### config.mk
export PLATFORM = sky130hd
export DESIGN_NAME = bin_to_bcd_seq
export DESIGN_NICKNAME = d
export VERILOG_FILES = /design/src/rtl/seg7_defs.sv /design/src/rtl/bcd_to_seg7.sv /design/src/rtl/bin_to_bcd_seq.sv
export SDC_FILE = /design/constraint.sdc
export NUM_CORES = 1
export LEC_CHECK = 0
export BUFFER_PORTS_ARGS = -buffer_cell sky130_fd_sc_hd__buf_2
export CAP_MARGIN = 20
export CORE_ASPECT_RATIO = 0.7
export CORE_MARGIN = 2
export CORE_UTILIZATION = 49
export DETAILED_ROUTE_END_ITERATION = 10
export PLACE_DENSITY = 0.72
export SLEW_MARGIN = 10
export SYNTH_ARGS = -nofsm -noshare
export SYNTH_HDL_FRONTEND = slang
export SYNTH_SLANG_ARGS = --single-unit
export TNS_END_PERCENT = 20
### constraint.sdc
create_clock -name clk -period 5.4 [get_ports clk]
set_input_delay 0.27 -clock clk [delete_from_list [all_inputs] [get_ports clk]]
set_output_delay 0.27 -clock clk [all_outputs]
set_load 0.005 [all_outputs]
### src/rtl/seg7_defs.sv
// Shared definitions for the binary-to-BCD converter: FSM state encoding
// and active-low gfedcba seven-segment codes.
package seg7_defs;

  typedef enum logic [1:0] {
    IDLE  = 2'd0,
    SHIFT = 2'd1,
    DONE  = 2'd2
  } state_t;

  localparam logic [6:0] SEG_0     = 7'b1000000;
  localparam logic [6:0] SEG_1     = 7'b1111001;
  localparam logic [6:0] SEG_2     = 7'b0100100;
  localparam logic [6:0] SEG_3     = 7'b0110000;
  localparam logic [6:0] SEG_4     = 7'b0011001;
  localparam logic [6:0] SEG_5     = 7'b0010010;
  localparam logic [6:0] SEG_6     = 7'b0000010;
  localparam logic [6:0] SEG_7     = 7'b1111000;
  localparam logic [6:0] SEG_8     = 7'b0000000;
  localparam logic [6:0] SEG_9     = 7'b0010000;
  localparam logic [6:0] SEG_BLANK = 7'b1111111;

endpackage

### src/rtl/bcd_to_seg7.sv
// Combinational decoder: one BCD code to active-low gfedcba segments.
// Codes 10..15 are not decimal digits and show as blank.
module bcd_to_seg7
  import seg7_defs::*;
(
  input  logic [3:0] code_i,
  output logic [6:0] seg_o
);

  // Look up the segment pattern for the incoming code
  always_comb begin
    case (code_i)
      4'd0:    seg_o = SEG_0;
      4'd1:    seg_o = SEG_1;
      4'd2:    seg_o = SEG_2;
      4'd3:    seg_o = SEG_3;
      4'd4:    seg_o = SEG_4;
      4'd5:    seg_o = SEG_5;
      4'd6:    seg_o = SEG_6;
      4'd7:    seg_o = SEG_7;
      4'd8:    seg_o = SEG_8;
      4'd9:    seg_o = SEG_9;
      default: seg_o = SEG_BLANK;
    endcase
  end

endmodule

### src/rtl/bin_to_bcd_seq.sv
// Sequential double-dabble binary-to-BCD converter with registered
// seven-segment outputs and optional leading-zero blanking.
// One bit is shifted in per cycle; results appear together with a
// one-cycle done pulse and are held until the next conversion ends.
module bin_to_bcd_seq
  import seg7_defs::*;
#(
  parameter int WIDTH    = 8,
  parameter int DIGITS   = 3,
  parameter int BLANK_LZ = 1
) (
  input  logic                  clk,
  input  logic                  resetn,
  input  logic                  start,
  input  logic [WIDTH-1:0]      bin,
  output logic                  busy,
  output logic                  done,
  output logic [4*DIGITS-1:0]   bcd,
  output logic [7*DIGITS-1:0]   seg,
  output logic                  ovf
);

  localparam int          ACC_W   = 4 * DIGITS;
  localparam int          SEG_W   = 7 * DIGITS;
  localparam int          CNT_W   = $clog2(WIDTH + 1);
  localparam logic [31:0] MAX_VAL = 32'(10 ** DIGITS - 1);

  state_t             state_q;
  logic [WIDTH-1:0]   bin_q, bin_d;
  logic [ACC_W-1:0]   acc_q, acc_d, adj;
  logic [CNT_W-1:0]   cnt_q;
  logic               ovf_cap_q;
  logic               busy_q, done_q, ovf_q;
  logic [ACC_W-1:0]   bcd_q;
  logic [SEG_W-1:0]   seg_q, seg_raw, seg_d;
  logic               lz;

  // One double-dabble step: bias digits >= 5 by 3, then shift the next
  // binary bit in. The carry out of the top digit is dropped, which leaves
  // the accumulator holding the value modulo 10^DIGITS.
  always_comb begin
    adj = acc_q;
    for (int i = 0; i < DIGITS; i++) begin
      if (adj[4*i +: 4] >= 4'd5) adj[4*i +: 4] = adj[4*i +: 4] + 4'd3;
    end
    acc_d = ACC_W'({adj, bin_q[WIDTH-1]});
    bin_d = {bin_q[WIDTH-2:0], 1'b0};
  end

  // Segment decoders run on the post-step accumulator so the pattern can be
  // registered on the same edge that enters DONE.
  for (genvar g = 0; g < DIGITS; g++) begin : g_dec
    bcd_to_seg7 u_dec (
      .code_i (acc_d[4*g +: 4]),
      .seg_o  (seg_raw[7*g +: 7])
    );
  end

  // Blank zero digits above the most significant non-zero one; ones digit stays lit
  always_comb begin
    seg_d = seg_raw;
    lz    = 1'b1;
    for (int i = DIGITS - 1; i >= 0; i--) begin
      if (acc_d[4*i +: 4] != 4'd0) lz = 1'b0;
      if ((BLANK_LZ != 0) && lz && (i != 0)) seg_d[7*i +: 7] = SEG_BLANK;
    end
  end

  // Control FSM; published results change only on the edge entering DONE
  always_ff @(posedge clk) begin
    if (!resetn) begin
      state_q <= IDLE;
      busy_q  <= 1'b0;
      done_q  <= 1'b0;
      bcd_q   <= '0;
      seg_q   <= '1;
      ovf_q   <= 1'b0;
    end else begin
      case (state_q)
        IDLE, DONE: begin
          done_q <= 1'b0;
          if (start) begin
            bin_q     <= bin;
            acc_q     <= '0;
            cnt_q     <= CNT_W'(WIDTH);
            ovf_cap_q <= (32'(bin) > MAX_VAL);
            busy_q    <= 1'b1;
            state_q   <= SHIFT;
          end else begin
            state_q   <= IDLE;
          end
        end
        SHIFT: begin
          acc_q <= acc_d;
          bin_q <= bin_d;
          cnt_q <= cnt_q - CNT_W'(1);
          if (cnt_q == CNT_W'(1)) begin
            state_q <= DONE;
            busy_q  <= 1'b0;
            done_q  <= 1'b1;
            bcd_q   <= acc_d;
            seg_q   <= seg_d;
            ovf_q   <= ovf_cap_q;
          end
        end
        default: begin
          state_q <= IDLE;
          busy_q  <= 1'b0;
          done_q  <= 1'b0;
        end
      endcase
    end
  end

  assign busy = busy_q;
  assign done = done_q;
  assign bcd  = bcd_q;
  assign seg  = seg_q;
  assign ovf  = ovf_q;

endmodule

==> impl_metrics.tcl, run 1 <==
set metrics [dict create \
    slew_violations 0 \
    num_vias 2431 \
    htreeDepth 3 \
    grt_antenna_before_repair 0 \
    ys_seq_elements 61 \
    worst_pin_slew_ns 0.959 \
    place_ws_ns 2.41 \
    p_seq_share_pct 47.4 \
    drc 0 \
    cp-end-kind "register" \
    grt.overflow.total 0 \
    final_net_count 402 \
    clkSinkCount 61 \
    critPathMostFrequentCell "ha_1" \
    hpwl_um 4360 \
    slowest_stage "a21oi_1" \
    synth_edf_count 24 \
    async_flop_share_pct 0 \
    layout_common_cells "nand2_1 (55), nor2_1 (45), buf_2 (45), dfxtp_1 (37), edfxtp_1 (24)" \
    syn_to_final_growth_pct 14.7 \
    required_ns 5.69 \
    finalSetupViolations 0 \
    cts_hold_buf 0 \
    swShare_pct 27.8 \
    ioPinCount 47 \
    globalplace.congestion 0.797 \
    fp.dieH_um 70.4 \
    fin_crit_ns 3.09 \
    total_power_w 0.00108 \
    tns_ns 0 \
    finalNonFillerCells 455 \
    antenna_cells 0 \
    gr-usage-met3_pct 7.21 \
    skew_ns 0.00894 \
    grt_pass1_vias 2197 \
    layout_commonest_cell "nand2_1" \
    start_kind "register" \
    cts_setup_buffers 0 \
    path_cells "inv_1 > ha_1 > nor2b_1 > nor3_1 > a21oi_1 > ha_1 > nand2_1 > a221oi_1 > o21a_1 > mux2_2 > nand2b_1 > o22a_1" \
    grt_pass1_wl_um 10300 \
    insertion_delay_ns 0.34 \
    final_util_pct 57.4 \
    rows 24 \
    rsz0062_at_grt "false" \
    cts_resized 0 \
    die_x_um 98.8 \
    pwr-share-comb_pct 14.7 \
    synth_top_area_share_pct 24.0 \
    ff2ff_setup_slack_ns 2.31 \
    die_area_um2 6950 \
    wl_per_cell_um 13.8 \
    drt-initial-drc-count 113 \
    hold_violations 0 \
    antenna_left 0 \
    clk_pin_slew_worst_paths_ns 0.07 \
    hp-class "in -> reg" \
    avgViaCountPerCell 5.34 \
    maxSlewHeadroom_pct 36.1 \
    status "finished, final reports clean" \
    avgSynthCellArea_um2 9.37 \
    numCtsBuffers 9 \
    crit_type "reg -> reg" \
    ir_worst_vdd_mv 0.149 \
    crit_arrival_ns 3.38 \
    dr.pass1.iters 4 \
    ys_top_cells_by_area "dfxtp_1 (24%), edfxtp_1 (23%), ha_1 (7.7%), nand2_1 (6.7%), nor2_1 (5.5%)" \
    cellPowerDensity_nw_per_um2 306 \
    max_freq_mhz 323 \
    grt.total_usage_pct 19.0 \
    synth.cell_area_um2 3080 \
    cts_buffer_depth 2 \
    place_inst 439 \
    yosysUniqueCellTypes 54 \
    clock-root-buffer "clkbuf_8" \
    port_buffers 45 \
    drt_wl_total_um 6290 \
    p_int_w 0.000780 \
    grt.met1_usage_pct 27.3 \
    yosysTopAreaCell "dfxtp_1" \
    setup_ws_ns 2.31 \
    grtUsageMet2_pct 26.5 \
    cts_tree "yes" \
    ys_warn_count 0 \
    crit_path_max_incr_delay_ns 0.50 \
    synth_flop_cell "dfxtp_1" \
    ys_seq_area_share_pct 47.4 \
    grt_max_degree 38 \
    cap_violations 0 \
    core-area_um2 6160 \
    drive_gt1_share_pct 21.0 \
    syn_inst 329 \
    start_util_pct 50.1 \
    p_leak_nw 1.50 \
    post-route-period-util_pct 57.3 \
    p_clk_share_pct 37.9 \
    p_sw_w 0.000301 \
    crit_fanout 7 \
    top_usage_layer "met1" \
    synth_fp_nets 359 \
]
power by group through the flow:
stage	combinational, W	sequential, W	clock [W]
finish	0.000159	0.000513	0.000410
global route	0.000179	0.000515	0.000438
CTS	0.000158	0.000513	0.000422
detailed placement	0.000158	0.000523	0
global placement	0.000155	0.000522	0
floorplan	0.000122	0.000521	0
cell usage after synthesis, types with 2 or more instances:
library cell  count
and2_1            3
a22oi_1           2
and3_1            2
edfxtp_1         24
o211ai_1          6
nand2_1          55
xnor2_1           3
a21oi_1          23
nor2_1           45
o21ai_0           7
o22a_1            6
o21a_1            2
nand2b_2          2
nor3b_1           3
a211oi_2          2
buf_2             3
nand4_1           2
dfxtp_1          37
nand2b_1          6
nand3_1           6
o2111ai_1         4
a21boi_1          2
o311ai_1          2
ha_1             19
clkbuf_1          8
inv_1            14
a211oi_1          4
o21ai_1           5
mux2i_1           3
mux2_2            2
clkbuf_8          2
nor3_1            3
state kept, by name (all words and copies together), names as in the netlist:
name and flops:
seg 21, acc_q 12, bcd 12, bin_q 8, cnt_q 4, state_q 2
busy 1, done 1
critical path, delay by kind of cell (launching register included):
kind                       cells  cell delay [ns]
AOI/OAI and AO/OA              4             1.26
adders and majority gates      2             0.55
buffers and inverters          1             0.09
DFF                            1             0.46
muxes                          1             0.16
and+or+nand+nor                4             0.53
metrics by stage:
stage / instance area, um2 / hold WS [ns]
floorplan: 3080 / 0.442
global placement: 3340 / 0.447
detailed placement: 3340 / 0.455
CTS: 3540 / 0.166
global route: 3540 / 0.187
finish: 3540 / 0.190
layer usage:
| metal | up-vias | share of wire, % | routed length, um |
|---|---|---|---|
| met4 | 0 | 0.41 | 26 |
| met3 | 4 | 6.8 | 429 |
| li1 | 1234 | - | - |
| met1 | 1120 | 51 | 3200 |
| met5 | - | 0 | 0 |
| met2 | 73 | 42 | 2640 |
logic make-up (layout without fill, tap and decap cells):
kind of cell               count (synthesis)  in the layout  synth area share [%]
AOI/OAI and AO/OA                         75             75                  17.1
xor gates and xnor gates                   4              4                  1.38
adders and majority gates                 19             19                  7.71
buffers and inverters                     30             78                  4.59
DFF                                       61             61                  47.4
muxes                                      6              6                  2.44
other                                      1              1                 0.122
and+or+nand+nor                          133            133                  19.3
layout make-up:
cell class                      count  area, um2
Fill cell                         550       2620
Multi-Input combinational cell    238       1480
Sequential cell                    61       1460
Timing Repair Buffer               46        233
Clock buffer                       10        138
Tap cell                           78       97.6
Clock inverter                      6       62.6
Inverter                           16       61.3
final timing paths:
check | startpoint | to | depth (start not counted)
worst max-delay path | acc_q[4]$_SDFFCE_PN0P_ | seg[8]$_SDFFE_PN1P_ | 12
worst min-delay path | bin[1] | bin_q[1]$_DFFE_PP_ | 3
worst min register to register | bcd[5]$_SDFFE_PN0P_ | bcd[5]$_SDFFE_PN0P_ | 2
worst max register to register | acc_q[4]$_SDFFCE_PN0P_ | seg[8]$_SDFFE_PN1P_ | 12
(Power assumes the default switching activity.)
==> run 2: changes to the inputs <==
Clock period 5.4 ns to 2.9 ns, I/O delays scaled along.
==> run 2 against run 1 <==
Against the previous run: fmax grew 14%; first-iteration DRC count shrank 21%; design area grew 3.8%; total power grew 100%; clock power grew 120%; final cell count grew 2.4%; critical path depth grew 1; via count grew 1.6%; flip-flop and latch count is the same; sequential share of layout area shrank 1.5 points.
==> impl_metrics.tcl, run 2 (synthesis gave the netlist of run 1 again) <==
set metrics [dict create \
    start_kind "register" \
    ioPinCount 47 \
    place_ws_ns 0.158 \
    hold-worst-slack_ns 0.0699 \
    finalInstanceArea_um2 3670 \
    rsz0062_at_grt "false" \
    grt_pass1_vias 2274 \
    finalSetupViolations 0 \
    antenna_cells 0 \
    seqCellArea_um2 1460 \
    cap_violations 0 \
    place_inst 448 \
    maxSlewHeadroom_pct 50.3 \
    grt_max_degree 25 \
    clkSinkCount 61 \
    drive_gt1_share_pct 23.5 \
    top_usage_layer "met2" \
    multi_input_area_um2 1500 \
    grt_antenna_before_repair 0 \
    cts_hold_buf 0 \
    core-area_um2 6160 \
    required_ns 3.13 \
    start_util_pct 50.1 \
    finalNonFillerCells 466 \
    cp-end-kind "register" \
    rows 24 \
    placement.cell_area_um2 3400 \
    numCtsBuffers 9 \
    grt.met1_usage_pct 26.4 \
    ir_worst_vdd_mv 0.350 \
    final_net_count 413 \
    cts_tree "yes" \
    grt_pass1_wl_um 10700 \
    clk_pin_slew_worst_paths_ns 0.07 \
    drt_wl_total_um 6420 \
    crit_arrival_ns 2.95 \
    globalplace.congestion 0.848 \
    status "finished, final reports clean" \
    grt.overflow.total 0 \
    hpwl_um 4630 \
    setup_ws_ns 0.180 \
    grt.total_usage_pct 19.4 \
    die_x_um 98.8 \
    crit_type "reg -> reg" \
    grtUsageMet2_pct 29.3 \
    post-route-period-util_pct 93.8 \
    worst_pin_slew_ns 0.746 \
    antenna_left 0 \
    layout_common_cells "nand2_1 (55), nor2_1 (45), buf_2 (45), dfxtp_1 (37), edfxtp_1 (24)" \
    num_vias 2471 \
    htreeDepth 3 \
    insertion_delay_ns 0.34 \
    cellPowerDensity_nw_per_um2 594 \
    tns_ns 0 \
    p_leak_nw 1.57 \
    clock-root-buffer "clkbuf_8" \
    slew_violations 0 \
    drt-initial-drc-count 89 \
    hold_violations 0 \
    avgViaCountPerCell 5.30 \
    fin_crit_ns 2.72 \
    syn_to_final_growth_pct 19.1 \
    drc 0 \
    fp.dieH_um 70.4 \
    port_buffers 45 \
    skew_ns 0.00816 \
    die_area_um2 6950 \
    gr-usage-met3_pct 6.01 \
    fillers 554 \
    largest_reg_flops 21 \
    dr.pass1.iters 4 \
    crit_fanout 6 \
    max_freq_mhz 368 \
    cts_buffer_depth 2 \
    hp-class "in -> reg" \
    layout_commonest_cell "nand2_1" \
    wl_per_cell_um 13.8 \
]
==> run 2: cell types whose count changed in the layout (fill, tap and decap cells not counted), sizes merged <==
cell | previous run | this run
buf | 46 | 57
bufinv | 1 | 3
clkinvlp | 3 | 1
clkinv | 4 | 5
clkbuf | 10 | 9
==> run 2: final timing paths <==
check	from	endpoint	slack, ns	cells past startpoint
hold / removal	bin[4]	bin_q[4]$_DFFE_PP_	0.07	3
hold reg to reg	bcd[5]$_SDFFE_PN0P_	bcd[5]$_SDFFE_PN0P_	0.46	2
setup reg to reg	acc_q[9]$_SDFFCE_PN0P_	seg[7]$_SDFFE_PN1P_	0.18	13
setup / recovery	acc_q[9]$_SDFFCE_PN0P_	seg[7]$_SDFFE_PN1P_	0.18	13
==> run 2: stage by stage <==
stage | util (%) | power (W)
6_report | 59.6 | 0.00218
5_1_grt | 59.6 | 0.00228
2_1_floorplan | - | 0.00120
4_1_cts | 59.1 | 0.00219
3_3_place_gp | 55.3 | 0.00128
3_5_place_dp | 55.3 | 0.00129
==> run 2: cell type report <==
cell class	instances	share of cell area [%]
Sequential cell	61	39.8
Multi-Input combinational cell	238	40.8
Clock inverter	7	3.10
Timing Repair Buffer	57	8.59
Tap cell	78	2.66
Clock buffer	9	3.38
Inverter	16	1.67
==> run 2: critical path: stages (launching register included) <==
cell,delay (ns)
edfxtp_1,0.46
inv_1,0.13
ha_2,0.24
nand2b_2,0.09
a21oi_4,0.18
xnor2_2,0.18
clkinv_2,0.16
ha_1,0.26
nand2_1,0.09
a221oi_2,0.05
o21a_1,0.14
mux2_2,0.28
nand2b_1,0.18
o22a_1,0.19
==> run 2: report_power, final <==
group	switching [W]	internal, W
clock network	0.000337	0.000566
logic	0.000195	0.000126
registers	0.0000256	0.000930
==> run 2: what timing repair did <==
item                                   in CTS  in global routing
endpoints found under the hold margin       0                  0
resized for setup                           0                  3
buffers inserted                            0                  2
setup endpoints to repair                   0                  4
==> run 2: routing by layer <==
layer	share of wire, %	vias to the layer above	wire [um]
met1	49	1139	3160
met4	1.3	0	84
met5	0	-	0
met3	6.4	9	410
li1	-	1256	-
met2	43	67	2760
